**config.mk**
```make
export PLATFORM = sky130hd
export DESIGN_NAME = alu_seq_ctrl
export DESIGN_NICKNAME = d
export VERILOG_FILES = /design/src/rtl/alu_seq_ctrl.sv
export SDC_FILE = /design/constraint.sdc
export NUM_CORES = 1
export LEC_CHECK = 0
export BUFFER_PORTS_ARGS = -buffer_cell sky130_fd_sc_hd__buf_2
export CORE_AREA = 4 4 41 43
export CTS_CLUSTER_SIZE = 16
export DETAILED_ROUTE_END_ITERATION = 8
export DIE_AREA = 0 0 45 47
export PLACE_DENSITY = 0.71
export SLEW_MARGIN = 0
export SYNTH_ARGS = -nofsm -noshare
export SYNTH_HDL_FRONTEND = slang
export SYNTH_SLANG_ARGS = --single-unit
```
**constraint.sdc**
```tcl
create_clock -name clk -period 1.6 [get_ports clk]
set_input_delay 0.48 -clock clk [delete_from_list [all_inputs] [get_ports clk]]
set_output_delay 0.48 -clock clk [all_outputs]
set_load 0.01 [all_outputs]
```
**src/rtl/alu_seq_ctrl.sv**
```systemverilog
// alu_seq_ctrl: clocked Gray-code sequencer driving the unclocked 16-bit sequential ALU datapath
module alu_seq_ctrl #(
  parameter int INIT_CYCLES = 1
) (
  input  logic       clk,
  input  logic       nrst,
  input  logic       start,
  input  logic [1:0] opcode,
  input  logic       abort,
  output logic [4:0] cstate,
  output logic [1:0] op_out,
  output logic       busy,
  output logic       done,
  output logic       ld_ops
);
  localparam int CW = $clog2(INIT_CYCLES) + 1;
  localparam logic [CW-1:0] LAST = CW'(INIT_CYCLES - 1);
  localparam logic [4:0] S0  = 5'b00000;
  localparam logic [4:0] S1  = 5'b00001;
  localparam logic [4:0] S2  = 5'b00011;
  localparam logic [4:0] S3  = 5'b00010;
  localparam logic [4:0] S4  = 5'b00110;
  localparam logic [4:0] S5  = 5'b00111;
  localparam logic [4:0] S6  = 5'b00101;
  localparam logic [4:0] S7  = 5'b00100;
  localparam logic [4:0] S8  = 5'b01100;
  localparam logic [4:0] S9  = 5'b01101;
  localparam logic [4:0] S10 = 5'b01111;
  localparam logic [4:0] S11 = 5'b01110;
  localparam logic [4:0] S12 = 5'b01010;
  localparam logic [4:0] S13 = 5'b01011;
  localparam logic [4:0] S14 = 5'b01001;
  localparam logic [4:0] S15 = 5'b01000;
  localparam logic [4:0] S16 = 5'b11000;
  localparam logic [4:0] S20 = 5'b10001;
  localparam logic [4:0] S31 = 5'b10000;
  logic [4:0]    cstate_q, cstate_d, seq_nxt;
  logic [1:0]    op_q, op_d;
  logic          done_q, done_d, ld_q, ld_d;
  logic [CW-1:0] cnt_q, cnt_d;
  logic          accept, in_op;
  // successor along the legal state graph; anything unrecognised falls back to S0
  always_comb begin
    seq_nxt = S0;
    case (cstate_q)
      S0:      seq_nxt = (cnt_q == LAST) ? S20 : S0;
      S20:     seq_nxt = start ? ((opcode[0] ^ opcode[1]) ? S1 : S31) : S20;
      S31:     seq_nxt = S20;
      S1:      seq_nxt = S2;
      S2:      seq_nxt = S3;
      S3:      seq_nxt = S4;
      S4:      seq_nxt = S5;
      S5:      seq_nxt = S6;
      S6:      seq_nxt = S7;
      S7:      seq_nxt = S8;
      S8:      seq_nxt = S9;
      S9:      seq_nxt = S10;
      S10:     seq_nxt = S11;
      S11:     seq_nxt = S12;
      S12:     seq_nxt = S13;
      S13:     seq_nxt = S14;
      S14:     seq_nxt = S15;
      S15:     seq_nxt = S16;
      S16:     seq_nxt = S20;
      default: seq_nxt = S0;
    endcase
  end
  // abort override, init counter, opcode capture and registered pulses
  always_comb begin
    accept   = (cstate_q == S20) && start;
    in_op    = (cstate_q != S0) && (cstate_q != S20);
    cstate_d = (abort && in_op) ? S0 : seq_nxt;
    cnt_d    = (cstate_q == S0 && cstate_d == S0) ? cnt_q + 1'b1 : '0;
    op_d     = accept ? opcode : op_q;
    ld_d     = accept;
    done_d   = (cstate_d == S20) && (cstate_q == S16 || cstate_q == S31);
  end
  // state and output flops; cstate leaves straight from these flops
  always_ff @(posedge clk or negedge nrst) begin
    if (!nrst) begin
      cstate_q <= S0;
      op_q     <= 2'b00;
      done_q   <= 1'b0;
      ld_q     <= 1'b0;
      cnt_q    <= '0;
    end else begin
      cstate_q <= cstate_d;
      op_q     <= op_d;
      done_q   <= done_d;
      ld_q     <= ld_d;
      cnt_q    <= cnt_d;
    end
  end
  assign cstate = cstate_q;
  assign op_out = op_q;
  assign busy   = cstate_q != S20;
  assign done   = done_q;
  assign ld_ops = ld_q;
endmodule

```
==> results by group <==
Critical path
  – Critical Path AT: 1.11 ns
  – Worst setup path start: cstate[3]$_DFF_PN0_
  – Critical path class: register to output pin
  – WP data required: between 1 and 1.5 ns
  – FF-to-FF Start: cstate[3]$_DFF_PN0_
  – Crit path max fanout: 5
  – CP Capture Type: output pin
  – Startpoint Class: register
  – Worst-case reg-to-reg path depth: 5

Final layout
  – Area growth, synth to finish: 25.8%
  – Core Util, Final: a little over half
  – # nets final: between 80 and 90
  – # diodes: 0
  – Final instance count without filler cells: a little under 90
  – Layout cells sized above 1: between 40% and 50%

Logic synthesis
  – Post-synth EDFFs: 0
  – Syn Nets: 60
  – Sequential area share after synthesis: 46.5%
  – Avg Inst Size Synth: between 9 and 10 sq um
  – Yosys reg bits: 10
  – Synth warnings: 0
  – Share of the synthesized area in the top cell type: a little under half
  – Synth async-reset ratio: 100%
  – Area contributors post-synth: dfrtp_1, xnor2_1, mux2_2
  – Synth area leader: dfrtp_1
  – Synth top cells by count: dfrtp_1, nor2_1
  – Most common cell in the synthesized netlist: dfrtp_1
  – Most used DFF post-synth: dfrtp_1
  – Mapped Area: 538 sq um
  – Yosys cell types: 27
  – Mapped Cells: between 50 and 60

Clock network
  – Num CTS Buffers: 3
  – CTS Root Cell: clkbuf_4
  – CTS Sinks: 10
  – Clock Latency Late Sink: 0.25 ns
  – CTS hold repair buffers: 0
  – TritonCTS clock tree: yes
  – Worst-path clk slew: 0.05 ns
  – H-tree Lvls: 1
  – Clk buf depth: 2

Timing
  – Max frequency: about 630 MHz
  – PnR worst setup slack: about 0.0091 ns
  – Setup Viol. Count Final: 0
  – Final Cycle Share: 99.4%
  – Final Hold Vio Count: 0
  – Unrepaired setup endpoints after global routing: yes
  – Clock Skews: 0.00136 ns
  – Post-layout min period: approximately 1.6 ns
  – Slew Viols, Final: 0
  – Worst Hold Margin: 0.0738 ns

Die
  – Starting Density: between 40 and 50%
  – Die Height: roughly 47 um
  – # IOs: 16
  – # rows: 13
  – Die footprint: between 2000 and 2500 sq um
  – Die X: ~45 um
  – Core area: between 1000 and 1500 sq um

Drt
  – Iter 0 DRT Violations: 3
  – Pre-antenna DRT Iters: 4
  – Vias after detailed routing: 445
  – Final wirelength: between 1000 and 1500 um
  – Drt drc: 0
  – Via density per instance: ~5.0
  – Drt wl/cell: 11.8 um
  – Routed Antenna Nets: 0

Place
  – Number of port buffers: 15
  – Dpl ws: around 0.16 ns
  – Final RePlAce weighted congestion: roughly 0.81
  – Placed cells: 84
  – DP Wirelength: 830 um

GRT
  – GRT met3 Usage: around 4.2%
  – Global-route wire length before repair: between 1500 and 2000 um
  – GRT busiest layer: met2
  – Grt ovf: 0
  – Largest net degree at the start of global routing: 11
  – Vias in the first global route: 453
  – Initial antenna violation count: 0
  – GRT Overall Usage: between 10% and 20%
  – Met1 usage: 14.3%
  – Met2 GRT Util: between 20% and 30%

Power and ir drop
  – Power Density: approximately 1600 nW/um^2
  – Lkg Pwr: between 0.0003 and 0.0004 uW
  – Pwr Total: 1080 uW
  – Peak VDD IR: approximately 0.00077 V

Worst hold path
  – Min-delay worst type: input port to asynchronous set/reset pin

Run
  – Max-capacitance violation count: 0

Outcome
  – Status: finished clean
## timing repair
| action | CTS | global route |
|---|---|---|
| setup endpoints to repair | 1 | 1 |
| resized for setup | 2 | 1 |
| setup buffers | 1 | 1 |
| endpoints found under the hold margin | 0 | 0 |
| pin swaps | 1 | 0 |
## worst paths after layout
kind,slack (ns),end
max reg2reg,0.10,op_out[0]$_DFFE_PN0P_
min,0.07,cstate[2]$_DFF_PN0_
max in group asynchronous,1.32,cstate[1]$_DFF_PN0_
max,0.009,busy
min reg2reg,0.51,op_out[0]$_DFFE_PN0P_
min in group clk,0.45,cstate[1]$_DFF_PN0_
## state kept, by name (all words and copies together) (netlist names)
register,flops
ld_ops,1
cnt_q,1
cstate,5
done,1
op_out,2
## critical path, cell delays in order, from the launching register on
cell     delay, ns
dfrtp_1       0.41
and3b_2       0.27
nand2_1       0.05
buf_2         0.13
## area by class of cell
class	count	area [sq um]
clock buffers	3	22.5
fillers	133	624
inverters	2	7.51
multi-input cells	37	249
flip-flops and latches	10	251
well taps	15	18.8
repair buffers	22	128
## routing by layer
metal  share of wire [%]  vias to the layer above
met5                   0                        -
met4                 2.8                        0
met3                 7.7                        5
met2                  43                       16
met1                  47                      195
li1                    -                      229
## layout by cell type, fill, tap and decap left out, types with 2 or more instances in the layout
cell type | synthesis | final
o211ai_1 | 2 | 2
nand2b_1 | 2 | 2
dfrtp_1 | 10 | 9
xnor2_1 | 3 | 3
o21ai_0 | 3 | 3
a21oi_1 | 3 | 3
buf_4 | 2 | 7
buf_2 | 0 | 15
mux2_2 | 2 | 2
nand2_1 | 2 | 2
inv_1 | 2 | 2
nor2_1 | 4 | 3
clkbuf_4 | 0 | 3
nor3_1 | 3 | 3
## per-stage QoR
step,setup TNS (ns),area (sq um)
detailed placement,0,634
floorplan,0,538
finish,0,677
CTS,0,668
global route,-0.0427,677
global placement,0,634
## cell families after synthesis
family                    Yosys count  synth area share, %
muxes                               2                 4.19
buffers and inverters               7                 7.90
and+or+nand+nor                    17                 17.9
xor gates and xnor gates            4                 6.51
DFF                                10                 46.5
AOI/OAI and AO/OA                  13                 16.3
other                               1                0.697
## report_power, final
group / internal [uW] / switching (uW)
Sequential: 330 / 58.5
Combinational: 275 / 265
Clock: 85.9 / 70.1
(Power assumes the default switching activity.)
